==> src/rtl/posit_adder_arbiter.sv <==
// Round-robin sharing of one fixed-latency, non-stallable posit adder among NREQ requesters.
// A tag shift register that mirrors the adder pipeline routes each result back to its issuer.
module posit_adder_arbiter #(
    parameter int N       = 32,
    parameter int ES      = 2,
    parameter int NREQ    = 4,
    parameter int LATENCY = 6
) (
    input  logic              aclk,
    input  logic              areset,
    input  logic [NREQ-1:0]   req_valid,
    output logic [NREQ-1:0]   req_ready,
    input  logic [NREQ*N-1:0] req_in1,
    input  logic [NREQ*N-1:0] req_in2,
    output logic [NREQ-1:0]   rsp_valid,
    output logic [N-1:0]      rsp_result,
    output logic              rsp_inf,
    output logic              rsp_zero,
    output logic              add_start,
    output logic [N-1:0]      add_in1,
    output logic [N-1:0]      add_in2,
    input  logic [N-1:0]      add_result,
    input  logic              add_inf,
    input  logic              add_zero,
    input  logic              add_done,
    output logic [7:0]        inflight,
    output logic              err
);
    localparam int IDW = (NREQ > 1) ? $clog2(NREQ) : 1;
    localparam int QW  = $clog2(LATENCY + 2);

    if (NREQ < 2 || NREQ > 16 || LATENCY < 1 || ES < 0 || ES >= N) begin : g_bad_params
        $error("posit_adder_arbiter: parameter out of range");
    end

    logic [IDW-1:0] ptr_q;
    logic [IDW-1:0] issueId_q;
    logic           addStart_q;
    logic [N-1:0]   addIn1_q;
    logic [N-1:0]   addIn2_q;
    logic [LATENCY:0] tagValid_q;
    logic [IDW-1:0] tagId_q [LATENCY+1];
    logic [NREQ-1:0] rspValid_q;
    logic [N-1:0]   rspResult_q;
    logic           rspInf_q;
    logic           rspZero_q;
    logic [7:0]     inflight_q;
    logic [7:0]     inflight_d;
    logic           err_q;
    logic [QW-1:0]  quiet_q;

    logic           gntAny;
    logic [IDW-1:0] gntIdx;
    logic [IDW-1:0] candIdx;
    logic           rspFire;
    logic           protoErr;

    always_comb begin
        gntAny  = 1'b0;
        gntIdx  = '0;
        candIdx = '0;
        for (int k = 1; k <= NREQ; k++) begin
            candIdx = IDW'((int'(ptr_q) + k) % NREQ);
            if (!gntAny && req_valid[candIdx]) begin
                gntAny = 1'b1;
                gntIdx = candIdx;
            end
        end
        if (areset) begin
            gntAny = 1'b0;
            gntIdx = '0;
        end
    end

    assign req_ready = gntAny ? (NREQ'(1) << gntIdx) : '0;

    // After reset the adder may still deliver dones for discarded ops; they are ignored
    // until a freshly issued op could first reach the aligned tag stage.
    always_comb begin
        rspFire    = tagValid_q[LATENCY] && add_done;
        protoErr   = (tagValid_q[LATENCY] != add_done) && (quiet_q == '0);
        inflight_d = inflight_q;
        if (gntAny && !rspFire && inflight_q != 8'hFF) begin
            inflight_d = inflight_q + 8'd1;
        end else if (rspFire && !gntAny && inflight_q != 8'h00) begin
            inflight_d = inflight_q - 8'd1;
        end
    end

    always_ff @(posedge aclk or posedge areset) begin
        if (areset) begin
            ptr_q       <= IDW'(NREQ - 1);
            issueId_q   <= '0;
            addStart_q  <= 1'b0;
            addIn1_q    <= '0;
            addIn2_q    <= '0;
            tagValid_q  <= '0;
            for (int s = 0; s <= LATENCY; s++) begin
                tagId_q[s] <= '0;
            end
            rspValid_q  <= '0;
            rspResult_q <= '0;
            rspInf_q    <= 1'b0;
            rspZero_q   <= 1'b0;
            inflight_q  <= '0;
            err_q       <= 1'b0;
            quiet_q     <= QW'(LATENCY + 1);
        end else begin
            addStart_q <= gntAny;
            if (gntAny) begin
                ptr_q     <= gntIdx;
                issueId_q <= gntIdx;
                addIn1_q  <= req_in1[gntIdx*N +: N];
                addIn2_q  <= req_in2[gntIdx*N +: N];
            end
            tagValid_q <= {tagValid_q[LATENCY-1:0], addStart_q};
            tagId_q[0] <= issueId_q;
            for (int s = 1; s <= LATENCY; s++) begin
                tagId_q[s] <= tagId_q[s-1];
            end
            rspValid_q <= rspFire ? (NREQ'(1) << tagId_q[LATENCY]) : '0;
            if (rspFire) begin
                rspResult_q <= add_result;
                rspInf_q    <= add_inf;
                rspZero_q   <= add_zero;
            end
            inflight_q <= inflight_d;
            if (protoErr) begin
                err_q <= 1'b1;
            end
            if (quiet_q != '0) begin
                quiet_q <= quiet_q - QW'(1);
            end
        end
    end

    assign add_start  = addStart_q;
    assign add_in1    = addIn1_q;
    assign add_in2    = addIn2_q;
    assign rsp_valid  = rspValid_q;
    assign rsp_result = rspResult_q;
    assign rsp_inf    = rspInf_q;
    assign rsp_zero   = rspZero_q;
    assign inflight   = inflight_q;
    assign err        = err_q;

endmodule

==> config.mk <==
export PLATFORM = sky130hd
export DESIGN_NAME = posit_adder_arbiter
export DESIGN_NICKNAME = d
export VERILOG_FILES = /design/src/rtl/posit_adder_arbiter.sv
export SDC_FILE = /design/constraint.sdc
export NUM_CORES = 1
export LEC_CHECK = 0
export ABC_CLOCK_PERIOD_IN_PS = 5700
export CORE_AREA = 5 5 194 121
export DETAILED_ROUTE_END_ITERATION = 8
export DIE_AREA = 0 0 199 126
export PLACE_DENSITY = 0.84
export SLEW_MARGIN = 20
export SYNTH_ARGS = -nofsm -noshare
export SYNTH_HDL_FRONTEND = slang
export SYNTH_SLANG_ARGS = --single-unit
==> constraint.sdc <==
create_clock -name aclk -period 5.7 [get_ports aclk]
set_input_delay 0.855 -clock aclk [delete_from_list [all_inputs] [get_ports aclk]]
set_output_delay 0.855 -clock aclk [all_outputs]
set_load 0.03 [all_outputs]
---- Yosys cells after proc, flatten, opt, wreduce, memory -nomap -nowiden ----
Index checks and enable logic that the tools add are counted.
cells by class
  add/subtract/negate cells ............... 7
  order comparisons ....................... 4
  eq/ne operators ......................... 2
  shifts and indexed selects .............. 4
  multiplexer cells ....................... 22
  reduce and logical (&&, ||, !) cells .... 18
operators by type and width
  cell                                                 number
  variable part select 128 x 8 -> 32 bit               2
  two-way mux 8 bit                                    2
  < comparator 2 x 3 -> 1 bit (second input constant)  4
  two-way mux 2 bit                                    5
  logical AND 1 bit                                    9
  two-way mux 1 bit                                    9
  adder 8 x 1 -> 8 bit (second input constant)         1
  binary-select mux 1 bit (select 2 bit)               4
  two-way mux 4 bit                                    2
  inequality test 8 bit (second input constant)        1
  nonzero test 8 bit                                   1
  left shift 1 x 2 -> 4 bit (first input constant)     2
  subtractor 8 x 1 -> 8 bit (second input constant)    1
  logical NOT 1 bit                                    5
  adder 2 x 1 -> 2 bit (second input constant)         2
  adder 2 bit (second input constant)                  2
  logical NOT 3 bit                                    1
  nonzero test 3 bit                                   1
  subtractor 3 x 1 -> 3 bit (second input constant)    1
  nonzero test 2 bit                                   1
  inequality test 1 bit                                1
storage, ports and cells
  register bits ........................... 140
  input bits .............................. 297
  output and inout port bits .............. 116
  logic and storage cells ................. 77

---- Depth between registers and ports, before layout ----
  depth in word-level cells ............... 19
  gate-level depth with buffers ........... 10
  mapped depth without buffers ............ 9

---- Least setup slack after synthesis ----
No wires, ideal clock.
  path kind ............................... input-to-output
  start point ............................. input areset
  end point ............................... output req_ready[3]
  arrival ................................. 5574 ps
  data required time ...................... 4845 ps
  setup slack ............................. -729 ps
  cell stages on the path ................. 5
  buffers on the path ..................... 2
  cell sequence ........................... inv_1 nand3_1 buf_2 buf_2 nor3_1
between the ends
  longest elaborated chain between the ends .. 3
  elaborated cells on any way between the ends .. 4
  those cells by class .................... 1 x shift; 3 x mux
ends and longest elaborated chain
  item                       RTL line  source
  from (decl)                10        input logic areset,
  two-way mux 2 bit          69        if (areset) begin
  left shift 1 x 2 -> 4 bit  75        assign req_ready = gntAny ? (NREQ'(1) << gntIdx) : '0;
  two-way mux 4 bit *        75
  to (decl)                  12        output logic [NREQ-1:0] req_ready,
Mark *: on every way between the ends. The rest lies on a longest branch, timed or not.

---- Worst setup path after layout ----
  start point ............................. input req_valid[1]
  end point ............................... output req_ready[1]
between the ends
  longest elaborated chain between the ends .. 15
  elaborated cells on any way between the ends .. 26
  those cells by class .................... 1 x shift; 19 x mux; 6 x reduce/logical
ends and longest elaborated chain
  item                                     RTL line  source
  from (decl)                              11        input logic [NREQ-1:0] req_valid,
  binary-select mux 1 bit (select 2 bit)   64        if (!gntAny && req_valid[candIdx]) begin
  two-way mux 1 bit (implied by the code)  64
  two-way mux 1 bit                        64
  logical NOT 1 bit                        64
  logical AND 1 bit                        64
  two-way mux 1 bit                        64
  logical NOT 1 bit                        64
  logical AND 1 bit                        64
  two-way mux 1 bit                        64
  logical NOT 1 bit                        64
  logical AND 1 bit                        64
  two-way mux 2 bit                        64
  two-way mux 2 bit                        69
  left shift 1 x 2 -> 4 bit                75
  two-way mux 4 bit *                      75
Mark *: on every way between the ends. The rest lies on a longest branch, timed or not. The select of a mux whose other input is x is not followed.

==> reports/metrics.cfg <==
[status]
status = completed

[finish]
final_cell_mix = clkdlybuf4s50_1 (412), dfrtp_1 (135), nor2_1 (74)
syn_to_final_growth_pct = 65.74
nets = 1407
drive_gt1_share_pct = 9.164
layout_commonest_cell = clkdlybuf4s50_1

[drt]
vias = 7593
first_iter_violations = 449
wl_um = 29920
drtPass1Iterations = 5
postRouteAntennaNets = 0
wire_per_inst_um = 21.34
via_per_inst = 5.416
drc_errors = 0

[setup_path]
path_max_fanout = 65
cp.arrival_ns = 3.32
crit_path_frequent_cell = clkdlybuf4s50_1
critPathBufInv = 3
cp_top_family = buffers and inverters
criticalPathCategory = in2out
crit_path_end_kind = output pin
cpPeakStageDelay_ns = 0.71
slowest_stage = clkdlybuf4s50_1
worstPathCellList = clkdlybuf4s50_1, nor2b_1, a21oi_4, buf_4, a211oi_1, clkdlybuf4s50_1
crit_required_ns = 4.85
startpoint_type = input port

[timing]
finalCritPeriodShare_pct = 73.23
hold_viol = 0
rsz0062_at_grt = false
tightest_slew_ns = 0.9196
final.setup.tns_ns = 0
fin_ws_ns = 1.526
slew_violations = 0
max_freq_ghz = 0.2396
slew_headroom_pct = 38.70
skew_ns = 0.01319
post-route-min-period_ns = 4.174
finalSetupViolCount = 0

[job]
drv_cap = 0

[die]
die_w_um = 199
io_pins = 413
fp.dieArea_um2 = 25070
core_um2 = 21550
rows = 42
initial_core_util_pct = 34.09
die_y_um = 126

[placement]
port_buffers = 412
gp_congestion = 0.8758
preCtsSetupSlack_ns = 1.486
dp_hpwl_um = 21870

[global_route]
antenna_found_initial = 4
grt_pass1_vias = 7664
grt.total_usage_pct = 22.76
grt_max_degree = 79
overflow = 0
grt_pass1_wl_um = 44500

[synthesis]
yosysWarnings = 0
ys_ff_latch = 140
synth.avg_cell_area_um2 = 10.03
ys_types = 40
syn_inst = 732
synth_area_um2 = 7345
syn_nets = 1039
ys_seq_area_share_pct = 47.79

[clocking]
cts.sinks = 140
clk_path_buf_depth = 2
insertion_delay_ns = 0.42
htree_levels = 4
post-cts-setup-buffer-count = 0
ctsHoldBuffers = 0
cts_buffers = 17
cts.reportedPaths.clkPinSlew_ns = 0.07
cts-resized-gates = 0
cts-root-buf = clkbuf_16
tritoncts = built

[pwr]
p_leak_uw = 0.004746
irDropWorstVdd_v = 0.0002191
p_per_area_nw_per_um2 = 369.6

[worst_hold_path]
hp-class = reg2reg

-- Yosys cell counts --
cell type | n | area [um^2]
a211oi_1 | 2 | 15.01
a21o_1 | 67 | 503.0
a21oi_1 | 9 | 45.04
a311oi_4 | 1 | 26.28
a31oi_1 | 64 | 400.4
a32oi_1 | 64 | 560.5
and3_1 | 2 | 12.51
and3b_1 | 2 | 17.52
buf_1 | 2 | 7.510
buf_2 | 18 | 90.09
buf_4 | 1 | 7.510
buf_6 | 13 | 146.4
clkbuf_1 | 41 | 153.9
dfrtp_1 | 135 | 3378
dfstp_2 | 5 | 131.4
fa_1 | 1 | 20.02
ha_1 | 9 | 112.6
inv_1 | 5 | 18.77
inv_2 | 1 | 3.750
mux2_2 | 41 | 461.7
mux2i_1 | 2 | 20.02
nand2_1 | 9 | 33.78
nand2_4 | 1 | 11.26
nand2b_1 | 4 | 25.02
nand3_1 | 66 | 330.3
nand4_1 | 2 | 12.51
nor2_1 | 75 | 281.5
nor2b_1 | 3 | 18.77
nor3_1 | 1 | 5.000
nor3b_1 | 1 | 7.510
nor4_1 | 3 | 18.77
o211a_1 | 2 | 20.02
o211ai_1 | 1 | 7.510
o21ai_0 | 66 | 330.3
o311ai_0 | 1 | 8.760
o31ai_1 | 1 | 7.510
or2_1 | 2 | 12.51
or3_4 | 1 | 11.26
xnor2_1 | 4 | 35.03
xor2_1 | 4 | 35.03
-- final timing paths --
path / start / to / slack (ns) / cells after the start
min in group asynchronous: areset / err$_DFFE_PP0P_ / 1.15 / 3
hold reg to reg: tagId_q[6]$_DFF_PP0_ / tagId_q[4]$_DFF_PP0_ / 0.34 / 0
hold / removal: tagId_q[6]$_DFF_PP0_ / tagId_q[4]$_DFF_PP0_ / 0.34 / 0
setup / recovery: req_valid[1] / req_ready[1] / 1.53 / 6
max in group asynchronous: areset / rsp_result[9]$_DFFE_PP0P_ / 3.11 / 4
setup reg to reg: tagValid_q[6]$_DFF_PP0_ / inflight[7]$_DFFE_PP0P_ / 2.68 / 9
-- state kept, by name, summed over array words and instances (netlist names) --
| name | count |
|---|---|
| add_in1 | 32 |
| add_in2 | 32 |
| add_start | 1 |
| err | 1 |
| inflight | 8 |
| issueId_q | 2 |
| ptr_q | 2 |
| quiet_q | 3 |
| rsp_inf | 1 |
| rsp_result | 32 |
| rsp_valid | 4 |
| rsp_zero | 1 |
| tagId_q | 14 |
| tagValid_q | 7 |
-- metal layers --
layer / vias to the layer above / share of wire (%) / GRT usage, %
met5: - / 0.037 / 0
met4: 2 / 1.7 / 6.913
met3: 33 / 10 / 8.089
met2: 351 / 49 / 37.48
met1: 3695 / 39 / 28.22
li1: 3512 / - / -
-- power by group --
part           total, uW  internal, uW  switching, uW
logic               2010           881           1130
clock network       1120           598            519
registers           1370          1220            154
-- through the flow --
stage / total power (uW) / hold slack, ns / std cells / cell area, um^2 / util [%]
3_3_place_gp: 3345 / 0.3314 / 1367 / 11550 / 53.62
3_5_place_dp: 3401 / 0.3347 / 1367 / 11550 / 53.62
5_1_grt: 4733 / 0.3570 / 1402 / 12170 / 56.50
6_report: 4499 / 0.3427 / 1402 / 12170 / 56.50
2_1_floorplan: 2561 / 0.3312 / 732 / 7348 / -
4_1_cts: 4545 / 0.3428 / 1399 / 12170 / 56.46
-- final cells by class --
class / instances / area (um^2)
clock inverter: 15 / 187.7
fill: 1833 / 9373
sequential: 140 / 3510
inverter: 6 / 28.78
tap: 286 / 357.8
clock buffer: 17 / 425.4
antenna: 3 / 7.507
multi-input combinational: 511 / 3442
timing repair buffer: 424 / 4214
-- cells by family after synthesis --
kind of cell | share of synthesized area, %
compound gates | 26.20
buf+inv | 5.826
fa+ha+maj | 1.806
simple gates | 10.87
flops | 47.79
mux | 6.559
xor+xnor | 0.9539
Note: power is estimated with default switching activity, not from simulation.
